File: config.mk
export PLATFORM = sky130hd
export DESIGN_NAME = ib_uart_fifo
export DESIGN_NICKNAME = d
export VERILOG_FILES = /design/src/rtl/ib_uart_fifo.sv
export SDC_FILE = /design/constraint.sdc
export NUM_CORES = 1
export LEC_CHECK = 0
export CORE_UTILIZATION = 50
export CTS_BUF_LIST = sky130_fd_sc_hd__clkbuf_4 sky130_fd_sc_hd__clkbuf_8 sky130_fd_sc_hd__clkbuf_16
export DETAILED_ROUTE_END_ITERATION = 8
export DONT_BUFFER_PORTS = 1
export SYNTH_ARGS = -nofsm -noshare
export SYNTH_HDL_FRONTEND = slang
export SYNTH_SLANG_ARGS = --single-unit
File: constraint.sdc
create_clock -name clk -period 3.15 [get_ports clk]
set_clock_uncertainty 0.05 [all_clocks]
set_input_delay 0.315 -clock clk [delete_from_list [all_inputs] [get_ports clk]]
set_output_delay 0.315 -clock clk [all_outputs]
set_load 0.02 [all_outputs]
File: src/rtl/ib_uart_fifo.sv
// ib_uart_fifo: byte FIFO between the meter-side level/ack producer and the CTS-throttled UART.
// Upstream accepts once per in_valid assertion; downstream pops on each out_ack rising edge.
module ib_uart_fifo #(
    parameter int DEPTH = 16,
    parameter int AW    = $clog2(DEPTH)
) (
    input  logic          clk,
    input  logic          rst_n,
    input  logic [7:0]    in_data,
    input  logic          in_valid,
    output logic          in_ack,
    output logic [7:0]    out_data,
    output logic          out_valid,
    input  logic          out_ack,
    output logic [AW:0]   count,
    output logic          full,
    output logic          empty
);
    typedef enum logic {IDLE, WAIT_LOW} state_t;

    state_t        state;
    logic [7:0]    mem [DEPTH];
    logic [AW-1:0] rd_ptr;
    logic [AW-1:0] wr_ptr;
    logic          out_ack_q;
    logic          wr;
    logic          pop;

    assign full      = count == (AW+1)'(DEPTH);
    assign empty     = count == '0;
    assign out_valid = ~empty;
    assign out_data  = mem[rd_ptr];
    // full is taken from registered count, so a same-edge pop never frees room for a write
    assign wr  = state == IDLE && in_valid && !full;
    assign pop = out_ack & ~out_ack_q & ~empty;

    always_ff @(posedge clk) begin
        if (!rst_n) begin
            state     <= IDLE;
            in_ack    <= 1'b0;
            out_ack_q <= 1'b0;
            rd_ptr    <= '0;
            wr_ptr    <= '0;
            count     <= '0;
        end else begin
            state     <= wr ? WAIT_LOW : (state == WAIT_LOW && !in_valid) ? IDLE : state;
            in_ack    <= wr;
            out_ack_q <= out_ack;
            rd_ptr    <= pop ? rd_ptr + AW'(1) : rd_ptr;
            wr_ptr    <= wr ? wr_ptr + AW'(1) : wr_ptr;
            count     <= count + (AW+1)'(wr) - (AW+1)'(pop);
        end
    end

    always_ff @(posedge clk) begin
        if (rst_n && wr) mem[wr_ptr] <= in_data;
    end
endmodule

==> results of run 1 <==
sequential cells by signal, summed over array words and instances (netlist names), named ones only:
signal     flops
out_ack_q      1
state          1
count          5
in_ack         1
mem          128
wr_ptr         4
rd_ptr         4
cell families after synthesis:
family                   count (synthesis)  share of synthesized area, %
adder cells (fa/ha/maj)                 12                         2.666
AND/OR/NAND/NOR                         65                         5.925
flip-flops                             148                         71.77
buffers and inverters                   23                         2.285
XOR/XNOR                                 8                         1.185
AO/OA/AOI/OAI                           21                         2.582
multiplexers                            35                         13.58
power by group through the flow:
| stage | Clock, W | Sequential [W] | Combinational, W |
|---|---|---|---|
| 6_report | 0.00212 | 0.00233 | 0.000922 |
| 5_1_grt | 0.00223 | 0.00234 | 0.00101 |
| 4_1_cts | 0.00215 | 0.00233 | 0.000934 |
| 3_5_place_dp | 0 | 0.00237 | 0.000891 |
| 3_3_place_gp | 0 | 0.00237 | 0.000886 |
| 2_1_floorplan | 0 | 0.00233 | 0.000728 |
final timing paths:
| kind | endpoint | cells past startpoint |
|---|---|---|
| setup / recovery | out_data[6] | 4 |
| hold / removal | wr_ptr[3] | 2 |
| setup reg to reg | count[4] | 11 |
| hold reg to reg | wr_ptr[3] | 2 |
layer usage:
metal | routed length [um] | vias up | GRT usage (%)
met5 | 0 | - | 0
met2 | 5364 | 70 | 30.06
met3 | 415 | 20 | 5.467
met1 | 5100 | 1455 | 28.02
met4 | 273 | 0 | 8.533
li1 | - | 1325 | -
cell usage in the layout (no fill, tap or decap), drive strengths merged, types with 2 or more instances in the layout:
| master | synthesis | final |
|---|---|---|
| a21oi | 2 | 2 |
| a22oi | 16 | 16 |
| and2 | 11 | 11 |
| and3 | 2 | 2 |
| buf | 8 | 24 |
| bufinv | 0 | 4 |
| clkbuf | 2 | 17 |
| clkinv | 0 | 3 |
| clkinvlp | 0 | 7 |
| dfxtp | 20 | 20 |
| dlygate4sd3 | 0 | 11 |
| edfxtp | 128 | 128 |
| ha | 11 | 11 |
| inv | 10 | 11 |
| mux2i | 3 | 3 |
| mux4 | 32 | 32 |
| nand2 | 12 | 12 |
| nand2b | 2 | 2 |
| nand3 | 3 | 3 |
| nor2 | 19 | 19 |
| nor2b | 6 | 6 |
| or2 | 2 | 2 |
| xnor2 | 5 | 5 |
| xor2 | 3 | 3 |
per-stage QoR:
step | power, W | cells | hold slack (ns)
detailed placement | 0.003262 | 466 | 0.3644
floorplan | 0.003058 | 312 | 0.3639
finish | 0.005369 | 509 | 0.02110
global route | 0.005586 | 509 | 0.01238
global placement | 0.003258 | 466 | 0.3645
CTS | 0.005417 | 509 | 0.008326
worst max-delay path, stage by stage, from the launching register on:
cell,delay [ns]
dfxtp_2,0.75
buf_4,0.25
mux4_2,0.51
a22oi_1,0.24
nand2_1,0.24
area by class of cell:
type	count	area share [%]
clock inverters	15	2.996
clock buffers	17	6.137
flip-flops and latches	148	61.25
repair buffers	35	4.368
multi-input cells	141	22.13
inverters	10	0.5415
well taps	143	2.581
synthesized netlist by cell type (all sizes together), types with 2 or more instances:
master,instances
a21oi,2
a22oi,16
and2,11
and3,2
buf,8
clkbuf,2
clkdlybuf4s25,3
dfxtp,20
edfxtp,128
ha,11
inv,10
mux2i,3
mux4,32
nand2,12
nand2b,2
nand3,3
nor2,19
nor2b,6
or2,2
xnor2,5
xor2,3
==> metrics.md, run 1 <==
| Metric | Value |
|---|---|
| Sequential Power Share | `43.3%` |
| Place WS | `0.3749 ns` |
| Antenna diodes | `0` |
| Setup violations, final | `0` |
| Yosys warns | `0` |
| Worst Path Arrival | `2.42 ns` |
| Final GP Congestion | `0.7507` |
| Syn Area/Cell | `18.95 sq um` |
| Site Rows | `39` |
| Final Max Tran Viols | `0` |
| Post-route ant nets | `0` |
| Critical R2R Launch | `count[1]` |
| Endpoint type of the worst setup path | `output port` |
| Power Density | `774.6 nW/um^2` |
| Int Power | `0.003982 W` |
| Number of synthesized flops with an enable pin | `128` |
| Lkg Pwr | `2.346 nW` |
| Root buf cell | `clkbuf_16` |
| Part of the power in combinational logic | `17.2%` |
| Max Root-Sink Buffers | `2` |
| Post_cts resized | `0` |
| Filler cell count | `841` |
| Peak supply drop | `0.0005853 V` |
| Synth top area share | `65.00%` |
| Post-CTS Setup Bufs | `0` |
| Die area | `12270 sq um` |
| Largest net degree at the start of global routing | `33` |
| First-pass GRT wire length | `17490 um` |
| Hold_sp | `rst_n` |
| Clock Power Share | `39.5%` |
| Core ar. | `11470 sq um` |
| Status | `complete, no violations` |
| TritonCTS clock tree | `done` |
| Routed vias | `2870` |
| Clk sinks | `148` |
| PortBufs | `0` |
| Upper clock frequency limit | `0.3586 GHz` |
| Hold WC Path Type | `input port to flip-flop` |
| #FFs+latches synth | `148` |
| DRC violations left | `0` |
| Layout cells sized above 1 | `21.31%` |
| Iteration-0 DRC count of the detailed router | `221` |
| Synth unique cells | `37` |
| Startpoint Class | `flip-flop` |
| Cell Area, Synth | `5913 sq um` |
| Finished Cell Area | `6932 sq um` |
| TritonRoute pass-1 iters | `4` |
| Final Core Density | `60.45%` |
| Storage cell area | `4245 sq um` |
| Area leader, netlist | `edfxtp_1` |
| Switching Share | `25.84%` |
| Gate Count Post-Synth | `312` |
| Grt ovf | `0` |
| Setup TNS | `0 ns` |
| Die height | `110.8 um` |
| Post-Route WL | `11150 um` |
| Max FO, Critical Path | `19` |
| Syn nets | `336` |
| Sequential area share after synthesis | `71.77%` |
| R2R Setup Slk | `0.37 ns` |
| DR vias/cell | `5.639` |
| Worst EP required | `2.78 ns` |
| Switching power | `0.001387 W` |
| Setup ws final | `0.3611 ns` |
| Worst Tran Pin Value | `0.8111 ns` |
| Slew headroom | `45.81%` |
| Initial Utilization | `51.57%` |
| Tcrit/Tclk final | `88.54%` |
| RSZ-0062 raised after global routing | `no` |
| Max-Cap Viols | `0` |
| Final Hold Fails | `0` |
| Drt wl/cell | `21.91 um` |
| Synth top area cells | `edfxtp_1, mux4_2, dfxtp_1` |
| Multi-input logic area | `1534 sq um` |
| Top_reg_cell synth | `edfxtp_1` |
| Vias in the first global route | `2954` |
| H-tree Lvls | `4` |
| Worst-path clk slew | `0.06 ns` |
| # nets final | `377` |
| Cts bufs inserted | `17` |
| Post-route minimum period | `2.789 ns` |
| Post-CTS Hold Buffers | `11` |
| HPWL Detailed | `6920 um` |
| Standard cell area after detailed placement | `6188 sq um` |
| Die width | `110.8 um` |
| GRT Resource Usage Total | `20.10%` |
| Area grow syn2layout | `17.22%` |
| Crit Path Class | `flip-flop to output port` |
| Fraction of registers with async set/reset | `0%` |
| IO Pins | `29` |
| Initial antenna violation count | `0` |
| Clock Latency Late Sink | `0.42 ns` |
Power figures use the tool's default switching activity.
==> run 2, diff against run 1 <==
--- a/config.mk
+++ b/config.mk
@@ -7,6 +7,7 @@
 export LEC_CHECK = 0
 export CORE_UTILIZATION = 50
 export CTS_BUF_LIST = sky130_fd_sc_hd__clkbuf_4 sky130_fd_sc_hd__clkbuf_8 sky130_fd_sc_hd__clkbuf_16
+export CTS_CLUSTER_SIZE = 28
 export DETAILED_ROUTE_END_ITERATION = 8
 export DONT_BUFFER_PORTS = 1
 export SYNTH_ARGS = -nofsm -noshare
==> results of run 2 <==
The final DEF is identical to that of run 1; final timing and power are the same.
